===== src/rtl/pong_pkg.sv =====
// Shared constants for the Pong game engine: FSM state codes, ball/paddle
// direction codes and the centring helper used for reset and serve positions.
package pong_pkg;

    localparam logic [1:0] ST_IDLE      = 2'd0;
    localparam logic [1:0] ST_SERVE     = 2'd1;
    localparam logic [1:0] ST_PLAY      = 2'd2;
    localparam logic [1:0] ST_GAME_OVER = 2'd3;

    localparam logic DIR_LEFT  = 1'b0;
    localparam logic DIR_RIGHT = 1'b1;
    localparam logic DIR_UP    = 1'b0;
    localparam logic DIR_DOWN  = 1'b1;

    function automatic int centre_coord(input int field, input int size);
        return (field - size) / 2;
    endfunction

endpackage


===== src/rtl/pong_paddle.sv =====
// Vertical paddle: steps by STEP pixels per enabled frame and saturates at the
// top and bottom of the playfield.
module pong_paddle #(
    parameter int COORD_W  = 10,
    parameter int FIELD_H  = 480,
    parameter int PADDLE_H = 64,
    parameter int STEP     = 4
) (
    input  logic               clk,
    input  logic               rst_n,
    input  logic               en,
    input  logic               up,
    input  logic               down,
    output logic [COORD_W-1:0] y
);
    localparam logic [COORD_W-1:0]        Y_RST  = COORD_W'((FIELD_H - PADDLE_H) / 2);
    localparam logic [COORD_W-1:0]        Y_MAX  = COORD_W'(FIELD_H - PADDLE_H);
    localparam logic signed [COORD_W:0]   Y_MAX_S = (COORD_W+1)'(FIELD_H - PADDLE_H);
    localparam logic signed [COORD_W:0]   STEP_S = (COORD_W+1)'(STEP);
    localparam logic signed [COORD_W:0]   ZERO_S = '0;

    logic [COORD_W-1:0]      y_q;
    logic [COORD_W-1:0]      y_d;
    logic signed [COORD_W:0] y_up_s;
    logic signed [COORD_W:0] y_dn_s;

    assign y_up_s = $signed({1'b0, y_q}) - STEP_S;
    assign y_dn_s = $signed({1'b0, y_q}) + STEP_S;

    // Next position with saturation; opposing buttons cancel.
    always_comb begin
        y_d = y_q;
        if (en && up && !down) begin
            if (y_up_s <= ZERO_S) begin
                y_d = '0;
            end else begin
                y_d = y_up_s[COORD_W-1:0];
            end
        end else if (en && down && !up) begin
            if (y_dn_s >= Y_MAX_S) begin
                y_d = Y_MAX;
            end else begin
                y_d = y_dn_s[COORD_W-1:0];
            end
        end else begin
            y_d = y_q;
        end
    end

    // Paddle position register.
    always_ff @(posedge clk or negedge rst_n) begin
        if (!rst_n) begin
            y_q <= Y_RST;
        end else begin
            y_q <= y_d;
        end
    end

    assign y = y_q;

endmodule


===== src/rtl/pong_engine.sv =====
// Per-frame Pong game state: ball motion and bounces, player and AI paddles,
// scoring and the IDLE/SERVE/PLAY/GAME_OVER match sequence.
module pong_engine
    import pong_pkg::*;
#(
    parameter int COORD_W      = 10,
    parameter int FIELD_W      = 640,
    parameter int FIELD_H      = 480,
    parameter int PADDLE_X     = 16,
    parameter int PADDLE_W     = 8,
    parameter int PADDLE_H     = 64,
    parameter int BALL_SIZE    = 8,
    parameter int BALL_SPEED   = 2,
    parameter int PADDLE_SPEED = 4,
    parameter int AI_SPEED     = 3,
    parameter int SCORE_W      = 4,
    parameter int WIN_SCORE    = 9,
    parameter int SERVE_FRAMES = 60
) (
    input  logic                 clk,
    input  logic                 rst_n,
    input  logic                 frame_tick,
    input  logic                 btn_up,
    input  logic                 btn_down,
    input  logic                 start,
    output logic [COORD_W-1:0]   current_ball_x,
    output logic [COORD_W-1:0]   current_ball_y,
    output logic [COORD_W-1:0]   player_paddle_y,
    output logic [COORD_W-1:0]   opponent_paddle_y,
    output logic [2*SCORE_W-1:0] score,
    output logic                 game_over,
    output logic [1:0]           state
);
    localparam int CNT_W = $clog2(SERVE_FRAMES + 1);
    localparam logic [CNT_W-1:0]        CNT_LAST = CNT_W'(SERVE_FRAMES - 1);
    localparam logic [COORD_W-1:0]      BALL_X0  = COORD_W'(centre_coord(FIELD_W, BALL_SIZE));
    localparam logic [COORD_W-1:0]      BALL_Y0  = COORD_W'(centre_coord(FIELD_H, BALL_SIZE));
    localparam logic [SCORE_W-1:0]      WIN_S    = SCORE_W'(WIN_SCORE);
    localparam logic signed [COORD_W:0] SPD_S    = (COORD_W+1)'(BALL_SPEED);
    localparam logic signed [COORD_W:0] L_LIM_S  = (COORD_W+1)'(PADDLE_X + PADDLE_W);
    localparam logic signed [COORD_W:0] R_LIM_S  = (COORD_W+1)'(FIELD_W - PADDLE_X - PADDLE_W - BALL_SIZE);
    localparam logic signed [COORD_W:0] R_OUT_S  = (COORD_W+1)'(FIELD_W - BALL_SIZE - BALL_SPEED);
    localparam logic signed [COORD_W:0] Y_MAX_S  = (COORD_W+1)'(FIELD_H - BALL_SIZE);
    localparam logic signed [COORD_W:0] ZERO_S   = '0;
    localparam logic signed [COORD_W:0] BC_S     = (COORD_W+1)'(BALL_SIZE / 2);
    localparam logic signed [COORD_W:0] PC_S     = (COORD_W+1)'(PADDLE_H / 2);
    localparam logic signed [COORD_W:0] AI_S     = (COORD_W+1)'(AI_SPEED);
    localparam logic [COORD_W:0]        BS_U     = (COORD_W+1)'(BALL_SIZE);
    localparam logic [COORD_W:0]        PH_U     = (COORD_W+1)'(PADDLE_H);

    logic [1:0]          state_q, state_d;
    logic [CNT_W-1:0]    cnt_q, cnt_d;
    logic [COORD_W-1:0]  ball_x_q, ball_x_d, ball_y_q, ball_y_d;
    logic                dir_x_q, dir_x_d, dir_y_q, dir_y_d;
    logic [SCORE_W-1:0]  score_p_q, score_p_d, score_o_q, score_o_d;
    logic                game_over_q, game_over_d;

    logic [COORD_W-1:0]      ply_s, opy_s;
    logic                    pad_en_s, ai_up_s, ai_dn_s, pl_ovl_s, op_ovl_s;
    logic                    pl_pt_s, op_pt_s;
    logic signed [COORD_W:0] bx_s, by_s, nx_s, ny_s, ball_c_s, pad_c_s;

    assign pad_en_s = frame_tick && ((state_q == ST_SERVE) || (state_q == ST_PLAY));

    // AI steers the opponent paddle centre toward the ball centre outside a deadband.
    assign ball_c_s = $signed({1'b0, ball_y_q}) + BC_S;
    assign pad_c_s  = $signed({1'b0, opy_s}) + PC_S;
    assign ai_dn_s  = ball_c_s > (pad_c_s + AI_S);
    assign ai_up_s  = ball_c_s < (pad_c_s - AI_S);

    pong_paddle #(.COORD_W(COORD_W), .FIELD_H(FIELD_H), .PADDLE_H(PADDLE_H), .STEP(PADDLE_SPEED))
        u_player (.clk(clk), .rst_n(rst_n), .en(pad_en_s), .up(btn_up), .down(btn_down), .y(ply_s));

    pong_paddle #(.COORD_W(COORD_W), .FIELD_H(FIELD_H), .PADDLE_H(PADDLE_H), .STEP(AI_SPEED))
        u_opponent (.clk(clk), .rst_n(rst_n), .en(pad_en_s), .up(ai_up_s), .down(ai_dn_s), .y(opy_s));

    assign pl_ovl_s = (({1'b0, ball_y_q} + BS_U) > {1'b0, ply_s}) && ({1'b0, ball_y_q} < ({1'b0, ply_s} + PH_U));
    assign op_ovl_s = (({1'b0, ball_y_q} + BS_U) > {1'b0, opy_s}) && ({1'b0, ball_y_q} < ({1'b0, opy_s} + PH_U));

    assign bx_s = $signed({1'b0, ball_x_q});
    assign by_s = $signed({1'b0, ball_y_q});
    assign nx_s = (dir_x_q == DIR_RIGHT) ? (bx_s + SPD_S) : (bx_s - SPD_S);
    assign ny_s = (dir_y_q == DIR_DOWN) ? (by_s + SPD_S) : (by_s - SPD_S);

    // Match FSM, ball motion and scoring; everything holds between frame ticks.
    always_comb begin
        state_d     = state_q;
        cnt_d       = cnt_q;
        ball_x_d    = ball_x_q;
        ball_y_d    = ball_y_q;
        dir_x_d     = dir_x_q;
        dir_y_d     = dir_y_q;
        score_p_d   = score_p_q;
        score_o_d   = score_o_q;
        game_over_d = game_over_q;
        pl_pt_s     = 1'b0;
        op_pt_s     = 1'b0;
        if (frame_tick) begin
            case (state_q)
                ST_IDLE: begin
                    ball_x_d = BALL_X0;
                    ball_y_d = BALL_Y0;
                    if (start) begin
                        state_d   = ST_SERVE;
                        cnt_d     = '0;
                        score_p_d = '0;
                        score_o_d = '0;
                    end else begin
                        state_d = ST_IDLE;
                    end
                end
                ST_SERVE: begin
                    ball_x_d = BALL_X0;
                    ball_y_d = BALL_Y0;
                    if (cnt_q == CNT_LAST) begin
                        state_d = ST_PLAY;
                        cnt_d   = '0;
                    end else begin
                        cnt_d = cnt_q + CNT_W'(1'b1);
                    end
                end
                ST_PLAY: begin
                    if (dir_y_q == DIR_UP) begin
                        if (ny_s <= ZERO_S) begin
                            ball_y_d = '0;
                            dir_y_d  = DIR_DOWN;
                        end else begin
                            ball_y_d = ny_s[COORD_W-1:0];
                        end
                    end else begin
                        if (ny_s >= Y_MAX_S) begin
                            ball_y_d = Y_MAX_S[COORD_W-1:0];
                            dir_y_d  = DIR_UP;
                        end else begin
                            ball_y_d = ny_s[COORD_W-1:0];
                        end
                    end
                    // Paddle contact is judged against the paddles as they were before this frame.
                    if (dir_x_q == DIR_LEFT) begin
                        if ((nx_s <= L_LIM_S) && pl_ovl_s) begin
                            ball_x_d = L_LIM_S[COORD_W-1:0];
                            dir_x_d  = DIR_RIGHT;
                        end else if (bx_s < SPD_S) begin
                            op_pt_s = 1'b1;
                        end else begin
                            ball_x_d = nx_s[COORD_W-1:0];
                        end
                    end else begin
                        if ((nx_s >= R_LIM_S) && op_ovl_s) begin
                            ball_x_d = R_LIM_S[COORD_W-1:0];
                            dir_x_d  = DIR_LEFT;
                        end else if (bx_s > R_OUT_S) begin
                            pl_pt_s = 1'b1;
                        end else begin
                            ball_x_d = nx_s[COORD_W-1:0];
                        end
                    end
                    if (op_pt_s || pl_pt_s) begin
                        ball_x_d = BALL_X0;
                        ball_y_d = BALL_Y0;
                        cnt_d    = '0;
                        if (op_pt_s) begin
                            score_o_d = score_o_q + SCORE_W'(1'b1);
                            dir_x_d   = DIR_LEFT;
                        end else begin
                            score_p_d = score_p_q + SCORE_W'(1'b1);
                            dir_x_d   = DIR_RIGHT;
                        end
                        if ((score_o_d == WIN_S) || (score_p_d == WIN_S)) begin
                            state_d     = ST_GAME_OVER;
                            game_over_d = 1'b1;
                        end else begin
                            state_d = ST_SERVE;
                        end
                    end else begin
                        state_d = ST_PLAY;
                    end
                end
                ST_GAME_OVER: begin
                    if (start) begin
                        state_d     = ST_SERVE;
                        cnt_d       = '0;
                        score_p_d   = '0;
                        score_o_d   = '0;
                        dir_x_d     = DIR_RIGHT;
                        game_over_d = 1'b0;
                    end else begin
                        state_d = ST_GAME_OVER;
                    end
                end
                default: begin
                    state_d = ST_IDLE;
                end
            endcase
        end else begin
            state_d = state_q;
        end
    end

    // Game state registers.
    always_ff @(posedge clk or negedge rst_n) begin
        if (!rst_n) begin
            state_q     <= ST_IDLE;
            cnt_q       <= '0;
            ball_x_q    <= BALL_X0;
            ball_y_q    <= BALL_Y0;
            dir_x_q     <= DIR_RIGHT;
            dir_y_q     <= DIR_DOWN;
            score_p_q   <= '0;
            score_o_q   <= '0;
            game_over_q <= 1'b0;
        end else begin
            state_q     <= state_d;
            cnt_q       <= cnt_d;
            ball_x_q    <= ball_x_d;
            ball_y_q    <= ball_y_d;
            dir_x_q     <= dir_x_d;
            dir_y_q     <= dir_y_d;
            score_p_q   <= score_p_d;
            score_o_q   <= score_o_d;
            game_over_q <= game_over_d;
        end
    end

    assign current_ball_x    = ball_x_q;
    assign current_ball_y    = ball_y_q;
    assign player_paddle_y   = ply_s;
    assign opponent_paddle_y = opy_s;
    assign score             = {score_o_q, score_p_q};
    assign game_over         = game_over_q;
    assign state             = state_q;

endmodule


===== config.mk =====
export PLATFORM = sky130hd
export DESIGN_NAME = pong_engine
export DESIGN_NICKNAME = d
export VERILOG_FILES = /design/src/rtl/pong_pkg.sv /design/src/rtl/pong_paddle.sv /design/src/rtl/pong_engine.sv
export SDC_FILE = /design/constraint.sdc
export NUM_CORES = 1
export LEC_CHECK = 0
export BUFFER_PORTS_ARGS = -buffer_cell sky130_fd_sc_hd__buf_2
export CORE_ASPECT_RATIO = 1.75
export CORE_MARGIN = 2
export CORE_UTILIZATION = 30
export DETAILED_ROUTE_END_ITERATION = 6
export MAX_ROUTING_LAYER = met4
export RECOVER_POWER = 50
export SLEW_MARGIN = 20
export SYNTH_ARGS = -nofsm -noshare
export SYNTH_HDL_FRONTEND = slang
export SYNTH_HIERARCHICAL = 1
export SYNTH_SLANG_ARGS = --single-unit

===== constraint.sdc =====
create_clock -name clk -period 6.5 [get_ports clk]
set_input_delay 0.325 -clock clk [delete_from_list [all_inputs] [get_ports clk]]
set_output_delay 0.325 -clock clk [all_outputs]
set_load 0.01 [all_outputs]

After elaboration in Yosys (flattened, before gate mapping)
Index checks and enable logic that the tools add are counted.

Bits of input ports: 6. Logic and storage cells: 163. Register bits: 59.

$add $sub $neg: 18. Equal/unequal tests: 13. Reductions and logical operators: 36. $lt $le $gt $ge: 16. Mux-type cells: 69.

Operator list (number): 2-to-1 mux 10 bit (18); 2-to-1 mux 4 bit (11); case mux 10 bit (2 select lines) (2); adder 10 x 2 -> 11 bit (second input constant) (3); >= comparator 11 x 10 -> 1 bit (second input constant) (3); less-or-equal comparator 11 x 1 -> 1 bit (second input constant) (3); subtractor 10 x 2 -> 11 bit (second input constant) (3); 2-to-1 mux 1 bit (23); adder 10 x 3 -> 11 bit (second input constant) (2); adder 10 x 7 -> 11 bit (second input constant) (2); > comparator 11 x 10 -> 1 bit (2); < comparator 10 x 11 -> 1 bit (2); 2-to-1 mux 11 bit (2); 2-to-1 mux 6 bit (3); case mux 6 bit (3 select lines) (1); case mux 4 bit (2 select lines) (2); logical AND 1 bit (13); adder 10 x 4 -> 11 bit (second input constant) (1); adder 10 x 6 -> 11 bit (second input constant) (1); adder 11 x 3 -> 11 bit (second input constant) (1); >= comparator 11 bit (second input constant) (1); > comparator 11 bit (1); less-or-equal comparator 11 x 6 -> 1 bit (second input constant) (1); < comparator 11 bit (1); 25 further kinds (50).

Depth between registers and ports, before layout
Depth in word-level cells: 17. Depth in mapped cells: 20.

Cells and area by module
The synthesis kept the hierarchy.

Modules (own cells, without submodules): pong_engine (instances 1, cells each 586, sequential area each 940.9 µm², area each 4753.3 µm²); pong_paddle (u_opponent) (instances 1, cells each 124, sequential area each 254.0 µm², area each 985.9 µm²); pong_paddle (u_player) (instances 1, cells each 116, sequential area each 203.9 µm², area each 888.4 µm²).

Worst setup path before layout
Ideal clock, no wire load.

Kind: flip-flop to flip-flop. From: reg u_opponent.y_q[0] (netlist: u_opponent/y[0]). To: reg u_opponent.y_q[5] (netlist: u_opponent/y[5]). Cell stages (with the launch flop): 21. Required time: 6434 ps. Slack: 2860 ps. Buffers on the path: 1. Arrival time: 3574 ps. Cells stage by stage: dfrtp_1 -> inv_1 -> ha_1 -> nor3_1 -> xnor2_1 -> ha_1 -> and3_1 -> nand3_1 -> nand3b_1 -> a21o_1 -> a21oi_1 -> nor2b_1 -> o21ai_0 -> a211oi_1 -> nand3b_1 -> a31oi_1 -> o31a_1 -> buf_6 -> a31oi_1 -> a21oi_1 -> a31o_1.

Longest elaborated chain between the ends: 6. Elaborated cells between the ends (all ways): 20. Classes of those cells: 5 x add/sub; 4 x order compare; 4 x mux; 7 x reduce/logical.

RTL lines: start, declared (line pong_paddle.sv:22) `logic [COORD_W-1:0] y_q;`; start signal, assigned (line pong_paddle.sv:55) `y_q <= y_d;`; adder 10 x 6 -> 11 bit (*) (line pong_engine.sv:67) `assign pad_c_s = $signed({1'b0, opy_s}) + PC_S;`; adder 11 x 3 -> 11 bit (*) (line pong_engine.sv:68) `assign ai_dn_s = ball_c_s > (pad_c_s + AI_S);`; > comparator 11 bit (*) (line pong_engine.sv:68); net ai_dn_s (line pong_engine.sv:59) `logic pad_en_s, ai_up_s, ai_dn_s, pl_ovl_s, op_ovl_s;`; zero test 1 bit or logical AND 1 bit (tied branches) (line pong_paddle.sv:33, pong_paddle.sv:39); logical AND 1 bit (on tied branches) (line pong_paddle.sv:33, pong_paddle.sv:39); 2-to-1 mux 10 bit or nonzero test 2 bit (tied branches).

Mark *: on every way through the listed nets, which the timed path passes. The rest lies on a longest branch. The select of a mux whose other input is x is not followed. A chain may end at the register's enable or synchronous reset.

Final worst setup path
From: reg u_opponent.y_q[0] (netlist: u_opponent/y[0]). To: reg u_opponent.y_q[3] (netlist: u_opponent/y[3]).

Same word-level chain as after synthesis.

==> impl_metrics.toml <==
[setup_path]
reg2regPathDepth = 19
rr_endpoint = "u_opponent/y[3]$_DFFE_PN0P_"
r2r_slack_ps = 1880
cp-start-kind = "register"
crit_path_end_kind = "register"
crit_buf_inv = 1
crit_path_max_incr_delay_ps = 640
required_ps = 6740
criticalPathCategory = "register to register"
path_delay_family = "compound AO/OA/AOI/OAI gates"
arrival_ps = 4860
r2r_start = "u_opponent/y[0]$_DFFE_PN0P_"
cp_slowest_cell = "dfrtp_1"
crit_fanout = 14
path_cells = "inv_1, ha_1, nor3_1, xnor2_1, ha_1, and3_1, nand3_1, nand3b_1, a21o_1, a21oi_1, nor2b_1, o21ai_0, a211oi_1, nand3b_1, a31oi_1, o31a_1, nor2b_1, a211oi_1, a22oi_1"

[sta]
hold_violations = 0
setup_viol = 0
final-max-slew-violation-count = 56
max_slew_margin_pct = -121
period_minus_slack_ps = 4620
tightest_slew_ps = 3320
fin_tns_setup_ps = 0
clock-skew-final_ps = 5.80
rsz0062_at_grt = "no"
timing.fmax_mhz = 216
finalCritPeriodShare_pct = 71.1

[floorplan]
initial_core_util_pct = 30.3
ios = 57
rows = 72
die_h_um = 201
die_w_um = 116
die_area_sq_mm = 0.0233
coreArea_sq_mm = 0.0219

[placement]
placed_cells = 1142
port_buffers = 52
place_hpwl_um = 14500
gp_congestion = 0.881

[synthesis]
netlist_area_sq_mm = 0.00663
synth_top_cells_by_area = "ha_1, dfrtp_1, dfstp_2"
synth_seq_cells = 55
syn_area_per_cell_sq_um = 8.02
synth-edff-count = 0
synth_top_area_share_pct = 15.5
synth-async-reset-ratio_pct = 100
postSynthCellCount = 826
synthDistinctLibCells = 83
yosysSeqAreaShare_pct = 21.1
yosys.area.top_type = "ha_1"
yosys_warnings = 6
synth_ff_type = "dfrtp_1"

[clocking]
clk_pin_slew_worst_paths_ps = 90
ctsResizeCount = 0
htree_levels = 2
ctsHoldBuffers = 0
clock_latency_ps = 320
cts_buffers = 5
clock_path_buffers = 2
clock_sink_count = 55
root_buffer = "clkbuf_16"
post_cts_buffers = 0
cts_tree = "done"

[layout]
multi_input_area_sq_mm = 0.00484
fin_nets = 942
seqCellArea_sq_mm = 0.00140
num-fill-cells = 2344
mostFrequentLayoutCells = "nand2_1, ha_1, nor2_1, inv_1, a21oi_1"
stdcell_count = 1151
drive_gt1_share_pct = 10.3
areaGrowthSynthToFinish_pct = 8.80

[drt]
drt_first_iter_violations = 329
drc = 0
wl_um = 18900
first_pass_iters = 4
vias = 6272
ant_nets = 0
vias_per_cell = 5.45
wire_per_inst_um = 16.4

[min_path]
worstHoldEndpoint = "dir_y_q$_DFFE_PN1P_"
hold_class = "input port to register"
hold_depth = 3
hp-start = "frame_tick"

[global_routing]
grt_usage_pct = 17.0
grt_remaining_overflow = 0
antenna_found_initial = 1
grt_pass1_wl_um = 31100
grt_pass1_vias = 6233
grt_max_degree = 56

[power]
p_per_area_mw_per_mm2 = 532
peakVddDrop_mv = 0.283
p_leak_nw = 3.08

[run_status]
violations = "max-capacitance violations, max-slew violations"
outcome = "finished, violations left"

[run]
drv_cap = 1
[kinds of logic (layout without fill, tap and decap cells)]
kind of cell | after synthesis | in the layout | synth area share (%)
simple gates | 315 | 315 | 25.3
flops | 55 | 55 | 21.1
fa+ha+maj | 83 | 83 | 15.8
mux | 5 | 5 | 0.868
other cells | 2 | 5 | 0.113
buf+inv | 87 | 113 | 6.06
compound gates | 223 | 223 | 23.4
xor+xnor | 56 | 56 | 7.40
[flip-flops by register name, indices dropped and copies added (netlist names)]
register / cells
score_p_q: 4
current_ball_y: 9
cnt_q: 6
dir_y_q: 1
current_ball_x: 9
game_over: 1
state: 2
dir_x_q: 1
score_o_q: 4
u_player/y: 8
u_opponent/y: 10
[area by class of cell]
type                            instances  area share, %
Sequential cell                        55           19.4
Multi-Input combinational cell        686           67.1
Antenna cell                            1         0.0347
Clock inverter                          3          0.469
Inverter                               51           2.65
Clock buffer                            5           1.74
Timing Repair Buffer                   54           3.45
Tap cell                              296           5.14
[metrics by stage]
step	util, %	instance area (sq um)	total power, mW	hold slack [ps]	setup WS (ps)
6_report	32.9	7210	3.84	342	1880
5_1_grt	32.9	7210	4.26	341	1500
4_1_cts	33.0	7230	3.88	197	1920
3_5_place_dp	32.3	7080	3.55	479	1950
3_3_place_gp	32.3	7080	3.51	469	2020
2_1_floorplan	-	6640	2.88	29.4	2860
[worst max-delay path by stage]
stage                                startpoint                           to  slack (ps)  depth (start not counted)
CTS                 u_opponent/y[0]$_DFFE_PN0P_  u_opponent/y[3]$_DFFE_PN0P_        1920                         19
global placement    u_opponent/y[0]$_DFFE_PN0P_  u_opponent/y[3]$_DFFE_PN0P_        2020                         19
finish              u_opponent/y[0]$_DFFE_PN0P_  u_opponent/y[3]$_DFFE_PN0P_        1880                         19
global route        u_opponent/y[0]$_DFFE_PN0P_  u_opponent/y[3]$_DFFE_PN0P_        1500                         19
floorplan           u_opponent/y[0]$_DFFE_PN0P_  u_opponent/y[5]$_DFFE_PN0P_        2860                         20
detailed placement  u_opponent/y[0]$_DFFE_PN0P_  u_opponent/y[3]$_DFFE_PN0P_        1950                         19
[synth_stat cells (17+ instances only)]
master / instances
a21oi_1: 45
dfrtp_1: 37
dfstp_2: 18
ha_1: 82
inv_1: 49
nand2_1: 82
nand3_1: 40
nor2_1: 52
nor3_1: 23
o21ai_0: 38
xnor2_1: 39
xor2_1: 17
[per-layer routing]
layer	track usage (%)	vias up	share of wire [%]
met2	30.4	120	53
met5	-	-	0
met4	7.23	0	4.0
met1	18.3	3011	41
li1	-	3094	-
met3	2.26	47	2.8
[tightest hold or removal path, cell delays in order]
cell     delay, ps
buf_2          190
nand3_1        100
nand2_1         50
[where the power goes]
part	total [mW]	leakage [nW]	internal (mW)	switching (mW)
Combinational	2.70	2.34	1.14	1.56
Sequential	0.824	0.663	0.476	0.348
Clock	0.315	0.0772	0.150	0.166
Total	3.84	3.08	1.77	2.07
Power figures use the tool's default switching activity.
